===== config.mk =====
export PLATFORM = sky130hd
export DESIGN_NAME = alu_exec_unit
export DESIGN_NICKNAME = d
export VERILOG_FILES = /design/src/rtl/alu_exec_unit.sv
export SDC_FILE = /design/constraint.sdc
export NUM_CORES = 1
export LEC_CHECK = 0
export CORE_UTILIZATION = 35
export DETAILED_ROUTE_END_ITERATION = 10
export PLACE_DENSITY = 0.51
export SLEW_MARGIN = 10
export SYNTH_ARGS = -nofsm -noshare
export SYNTH_HDL_FRONTEND = slang
export SYNTH_SLANG_ARGS = --single-unit

===== constraint.sdc =====
create_clock -name clk -period 5.4 [get_ports clk]
set_clock_uncertainty 0.15 [all_clocks]
set_input_delay 0.81 -clock clk [delete_from_list [all_inputs] [get_ports clk]]
set_output_delay 0.81 -clock clk [all_outputs]
set_load 0.005 [all_outputs]

===== src/rtl/alu_exec_unit.sv =====
// Execute-stage ALU with start/done handshake, registered result, zero flag and NZCV flags.
// Define ALU_EXEC_MUL_EN to build the iterative shift-add multiply for operation_code 1000.
module alu_exec_unit #(
  parameter int WIDTH = 64
) (
  input  logic             clk,
  input  logic             rst,
  input  logic             start,
  input  logic [3:0]       operation_code,
  input  logic [WIDTH-1:0] a,
  input  logic [WIDTH-1:0] b,
  output logic [WIDTH-1:0] result,
  output logic             zero,
  output logic [3:0]       flags,
  output logic             busy,
  output logic             done,
  output logic             illegal
);

  localparam logic [3:0] OP_AND  = 4'b0000;
  localparam logic [3:0] OP_ORR  = 4'b0001;
  localparam logic [3:0] OP_ADD  = 4'b0010;
  localparam logic [3:0] OP_SUB  = 4'b0110;
  localparam logic [3:0] OP_PASS = 4'b0111;
  localparam logic [3:0] OP_NOR  = 4'b1100;

  // Handshake: start is taken only in IDLE (busy=0); done pulses for one cycle with
  // result/zero/flags/illegal valid from that cycle and held until the next done.
`ifdef ALU_EXEC_MUL_EN
  localparam logic [3:0] OP_MUL = 4'b1000;
  localparam int CNT_W = $clog2(WIDTH) + 1;
  typedef enum logic [1:0] {S_IDLE, S_EXEC, S_MUL} state_t;
  logic [WIDTH-1:0] acc_q, acc_d, mcand_q, mcand_d, mplier_q, mplier_d;
  logic [CNT_W-1:0] cnt_q, cnt_d;
`else
  typedef enum logic [1:0] {S_IDLE, S_EXEC} state_t;
`endif

  state_t           state_q, state_d;
  logic [WIDTH-1:0] a_q, a_d, b_q, b_d, result_q, result_d;
  logic [3:0]       op_q, op_d, flags_q, flags_d;
  logic             busy_q, busy_d, done_q, done_d, illegal_q, illegal_d;

  logic [WIDTH:0]   sum;
  logic [WIDTH-1:0] b_eff, alu_res;
  logic             is_sub, alu_c, alu_v, alu_ill;

  // SUB shares the adder as a + ~b + 1, so carry-out is NOT borrow.
  always_comb begin
    is_sub  = (op_q == OP_SUB);
    b_eff   = is_sub ? ~b_q : b_q;
    sum     = {1'b0, a_q} + {1'b0, b_eff} + {{WIDTH{1'b0}}, is_sub};
    alu_res = '0;
    alu_c   = 1'b0;
    alu_v   = 1'b0;
    alu_ill = 1'b0;
    case (op_q)
      OP_AND:  alu_res = a_q & b_q;
      OP_ORR:  alu_res = a_q | b_q;
      OP_PASS: alu_res = b_q;
      OP_NOR:  alu_res = ~(a_q | b_q);
      OP_ADD, OP_SUB: begin
        alu_res = sum[WIDTH-1:0];
        alu_c   = sum[WIDTH];
        alu_v   = (a_q[WIDTH-1] == b_eff[WIDTH-1]) && (sum[WIDTH-1] != a_q[WIDTH-1]);
      end
`ifdef ALU_EXEC_MUL_EN
      OP_MUL:  alu_res = acc_q;
`endif
      default: alu_ill = 1'b1;
    endcase
  end

  always_comb begin
    state_d   = state_q;
    a_d       = a_q;
    b_d       = b_q;
    op_d      = op_q;
    result_d  = result_q;
    flags_d   = flags_q;
    busy_d    = busy_q;
    done_d    = 1'b0;
    illegal_d = 1'b0;
`ifdef ALU_EXEC_MUL_EN
    acc_d     = acc_q;
    mcand_d   = mcand_q;
    mplier_d  = mplier_q;
    cnt_d     = cnt_q;
`endif
    case (state_q)
      S_IDLE: if (start) begin
        a_d     = a;
        b_d     = b;
        op_d    = operation_code;
        busy_d  = 1'b1;
        state_d = S_EXEC;
`ifdef ALU_EXEC_MUL_EN
        if (operation_code == OP_MUL) begin
          state_d  = S_MUL;
          acc_d    = '0;
          mcand_d  = a;
          mplier_d = b;
          cnt_d    = '0;
        end
`endif
      end
      S_EXEC: begin
        result_d  = alu_res;
        flags_d   = {alu_res[WIDTH-1], alu_res == '0, alu_c, alu_v};
        illegal_d = alu_ill;
        done_d    = 1'b1;
        busy_d    = 1'b0;
        state_d   = S_IDLE;
      end
`ifdef ALU_EXEC_MUL_EN
      // One multiplier bit per cycle; WIDTH cycles here, then EXEC publishes acc_q.
      S_MUL: begin
        if (mplier_q[0]) acc_d = acc_q + mcand_q;
        mcand_d  = mcand_q << 1;
        mplier_d = mplier_q >> 1;
        cnt_d    = cnt_q + 1'b1;
        if (cnt_q == CNT_W'(WIDTH - 1)) state_d = S_EXEC;
      end
`endif
      default: state_d = S_IDLE;
    endcase
  end

  always_ff @(posedge clk) begin
    if (rst) begin
      state_q   <= S_IDLE;
      a_q       <= '0;
      b_q       <= '0;
      op_q      <= '0;
      result_q  <= '0;
      flags_q   <= 4'b0100;
      busy_q    <= 1'b0;
      done_q    <= 1'b0;
      illegal_q <= 1'b0;
`ifdef ALU_EXEC_MUL_EN
      acc_q     <= '0;
      mcand_q   <= '0;
      mplier_q  <= '0;
      cnt_q     <= '0;
`endif
    end else begin
      state_q   <= state_d;
      a_q       <= a_d;
      b_q       <= b_d;
      op_q      <= op_d;
      result_q  <= result_d;
      flags_q   <= flags_d;
      busy_q    <= busy_d;
      done_q    <= done_d;
      illegal_q <= illegal_d;
`ifdef ALU_EXEC_MUL_EN
      acc_q     <= acc_d;
      mcand_q   <= mcand_d;
      mplier_q  <= mplier_d;
      cnt_q     <= cnt_d;
`endif
    end
  end

  assign result  = result_q;
  assign zero    = flags_q[2];
  assign flags   = flags_q;
  assign busy    = busy_q;
  assign done    = done_q;
  assign illegal = illegal_q;

endmodule


==> flow_metrics.tcl <==
set metrics [dict create \
    tns_ns 0 \
    totalWireLength_um 54580 \
    io_pins 207 \
    fmax_mhz 193.4 \
    antenna_found_initial 0 \
    drt_iter0_markers 767 \
    ant_nets 0 \
    synth-edff-count 0 \
    power.total_w 0.004302 \
    hold_viol 0 \
    post-route-min-period_ns 5.171 \
    synthSimpleGateAreaFrac 0.2042 \
    die_x_um 206.5 \
    rows 74 \
    worstPathArrival_ns 5.47 \
    grt_pass1_vias 14580 \
    vias 14830 \
    cellLeakagePower_nw 6.688 \
    syn_nets 2137 \
    overflow 0 \
    synthMuxAreaShare 0.005470 \
    ys_async_sr_fraction 0 \
    hold_path_startpoint "result[46]" \
    drv_cap 0 \
    cts_buffer_depth 3 \
    ys_seq_area_frac 0.2776 \
    synth_compound_area_frac 0.2926 \
    antenna_cells 0 \
    reg2reg_slack_ns 0.23 \
    synthToLayoutAreaGrowth_pct 23.30 \
    synth_fa_ha_area_frac 0.1050 \
    avgSynthCellArea_um2 7.613 \
    cts.clk_slew.worst_paths_ns 0.06 \
    final_cell_mix "nand2_1, a21oi_1, clkdlybuf4s50_1" \
    max_slew.worst_pin.slew_ns 0.7947 \
    setup_slack_ns 0.2286 \
    synth_xor_area_frac 0.06462 \
    grt_usage 0.2545 \
    holdPathEnd "result[46]" \
    post-route-period-util 0.9577 \
    rsz0062_at_grt "false" \
    dp_slack_ns 0.1293 \
    r2r-start "op_q[0]" \
    status "finished, violations left" \
    ir_drop_mv 0.1893 \
    synth_seq_cells 203 \
    first_pass_iters 9 \
    cp_max_fo 24 \
    fillers 4303 \
    gp_congestion 0.9849 \
    cts_buffers 25 \
    r2r-end "flags[2]" \
    synth_area_um2 14640 \
    clock_latency_ns 0.55 \
    mostFrequentLayoutCell "nand2_1" \
    grt_pass1_wl_um 84930 \
    vias_per_cell 5.644 \
    synth_top_family_by_area "compound AO/OA/AOI/OAI gates" \
    post-dp-hpwl_um 41680 \
    die_h_um 206.5 \
    cts_tree "done" \
    yosysWarnings 0 \
    dieArea_um2 42650 \
    hold_class "reg -> reg" \
    cts_sinks 203 \
    initial_utilization 0.3569 \
    wl_per_cell_um 20.78 \
    drc 14 \
    max_slew_margin 0.4633 \
    cts_max_level 1 \
    yosys_most_used_dff "dfxtp_1" \
    synth.distinct_cells 104 \
    finalSetupViolations 0 \
    coreArea_um2 41020 \
    io_buffers 206 \
    start_kind "register" \
    violations "DRC" \
    grt_max_degree 94 \
    worstHoldPathCells 2 \
    cp-end-kind "register" \
    power_density_nw_per_um2 238.3 \
    ctsRootBufferMaster "clkbuf_16" \
    fin_nets 2293 \
    drv_slew 0 \
    path_class "reg -> reg" \
    synthesis.instances 1923 \
    drive_above_1_share 0.07542 \
    required_ns 5.69 \
    r2r_cells 17 \
]
## cell families after synthesis
family	after synthesis
buffers and inverters	165
flip-flops	203
AND/OR/NAND/NOR	662
multiplexers	8
adder cells (fa/ha/maj)	133
AO/OA/AOI/OAI	644
XOR/XNOR	108
## final cells by class
cell class / instances / area, um^2 / share of cell area
clock buffer: 39 / 738.2 / 0.04090
multi-input combinational: 1555 / 9897 / 0.5483
sequential: 203 / 4070 / 0.2255
timing repair buffer: 271 / 2564 / 0.1420
inverter: 23 / 86.33 / 0.004783
clock inverter: 4 / 28.78 / 0.001594
tap: 532 / 665.6 / 0.03688
## registers in the layout, indices dropped and copies added (netlist names)
register / cells
a_q: 64
op_q: 4
busy: 1
b_q: 64
result: 64
flags: 3
illegal: 1
state_q: 1
done: 1
## worst max-delay path by stage
stage	from	end	slack, ns	cells past startpoint
floorplan	op_q[2]	flags[2]	0.52	18
global placement	op_q[0]	flags[2]	0.20	17
detailed placement	op_q[0]	flags[2]	0.13	17
CTS	op_q[0]	flags[2]	0.07	17
global route	op_q[0]	flags[2]	0.01	16
finish	op_q[0]	flags[2]	0.23	17
## cells in the mapped netlist (9+ instances only)
library cell	n	area (um^2)
a22oi_1	47	352.8
clkbuf_1	106	397.9
nand2_1	353	1325
o211ai_1	9	67.56
o21ai_0	64	320.3
buf_1	17	63.81
nand3_1	11	55.05
and3_1	16	100.1
nor2_1	141	529.3
a21oi_1	253	1266
xor2_1	15	131.4
inv_1	22	82.58
a211oi_1	55	412.9
or3_1	11	68.82
nor3_1	30	150.1
a21o_1	23	172.7
a22o_1	27	236.5
o21a_1	16	120.1
a31oi_1	11	68.82
maj3_1	54	540.5
nand4_1	29	181.4
ha_1	78	975.9
dfxtp_1	203	4064
xnor2_1	93	814.5
o32ai_1	31	271.5
## metal layers
layer / share of wire / global-route usage / vias up / wire (um)
li1: - / - / 7319 / -
met1: 0.45 / 0.3291 / 7058 / 24330
met2: 0.48 / 0.4441 / 363 / 26370
met3: 0.043 / 0.02681 / 86 / 2334
met4: 0.028 / 0.07169 / 0 / 1550
met5: 0 / 0 / - / 0
## worst max-delay path, cell delays in order (launching register included)
cell       delay [ns]
dfxtp_2          0.32
nand4bb_4        0.28
buf_12           0.21
nor2_1           0.10
a21oi_1          0.06
fa_1             0.44
nor2b_1          0.19
o2111ai_1        0.28
a21oi_2          0.34
a21oi_1          0.16
or4_1            0.70
a2111oi_4        0.49
o21ai_1          0.15
a311oi_2         0.36
nand4_1          0.17
nor4_2           0.24
nand4_1          0.16
o41ai_2          0.25
## report_power, final
part	total (W)	internal, W	switching (W)
clock	0.00159	0.000930	0.000655
sequential	0.00170	0.00159	0.000111
combinational	0.00102	0.000452	0.000565
total	0.00430	0.00297	0.00133
## metrics by stage
step           cell area, um^2  std cells  hold slack (ns)  utilization
2_1_floorplan            14640       1923           0.3054            -
6_report                 18050       2627           0.3325       0.4401
5_1_grt                  18050       2627           0.3434       0.4401
3_5_place_dp             17250       2584           0.3083       0.4205
4_1_cts                  18020       2627           0.3335       0.4392
3_3_place_gp             17250       2584           0.3059       0.4205
## what timing repair did
item                       CTS  global route
setup endpoints to repair    0             1
buffers inserted             0             0
resized for setup            0             6
hold buffers                 0             0
hold endpoints to repair     0             0
Power figures use the tool's default switching activity.
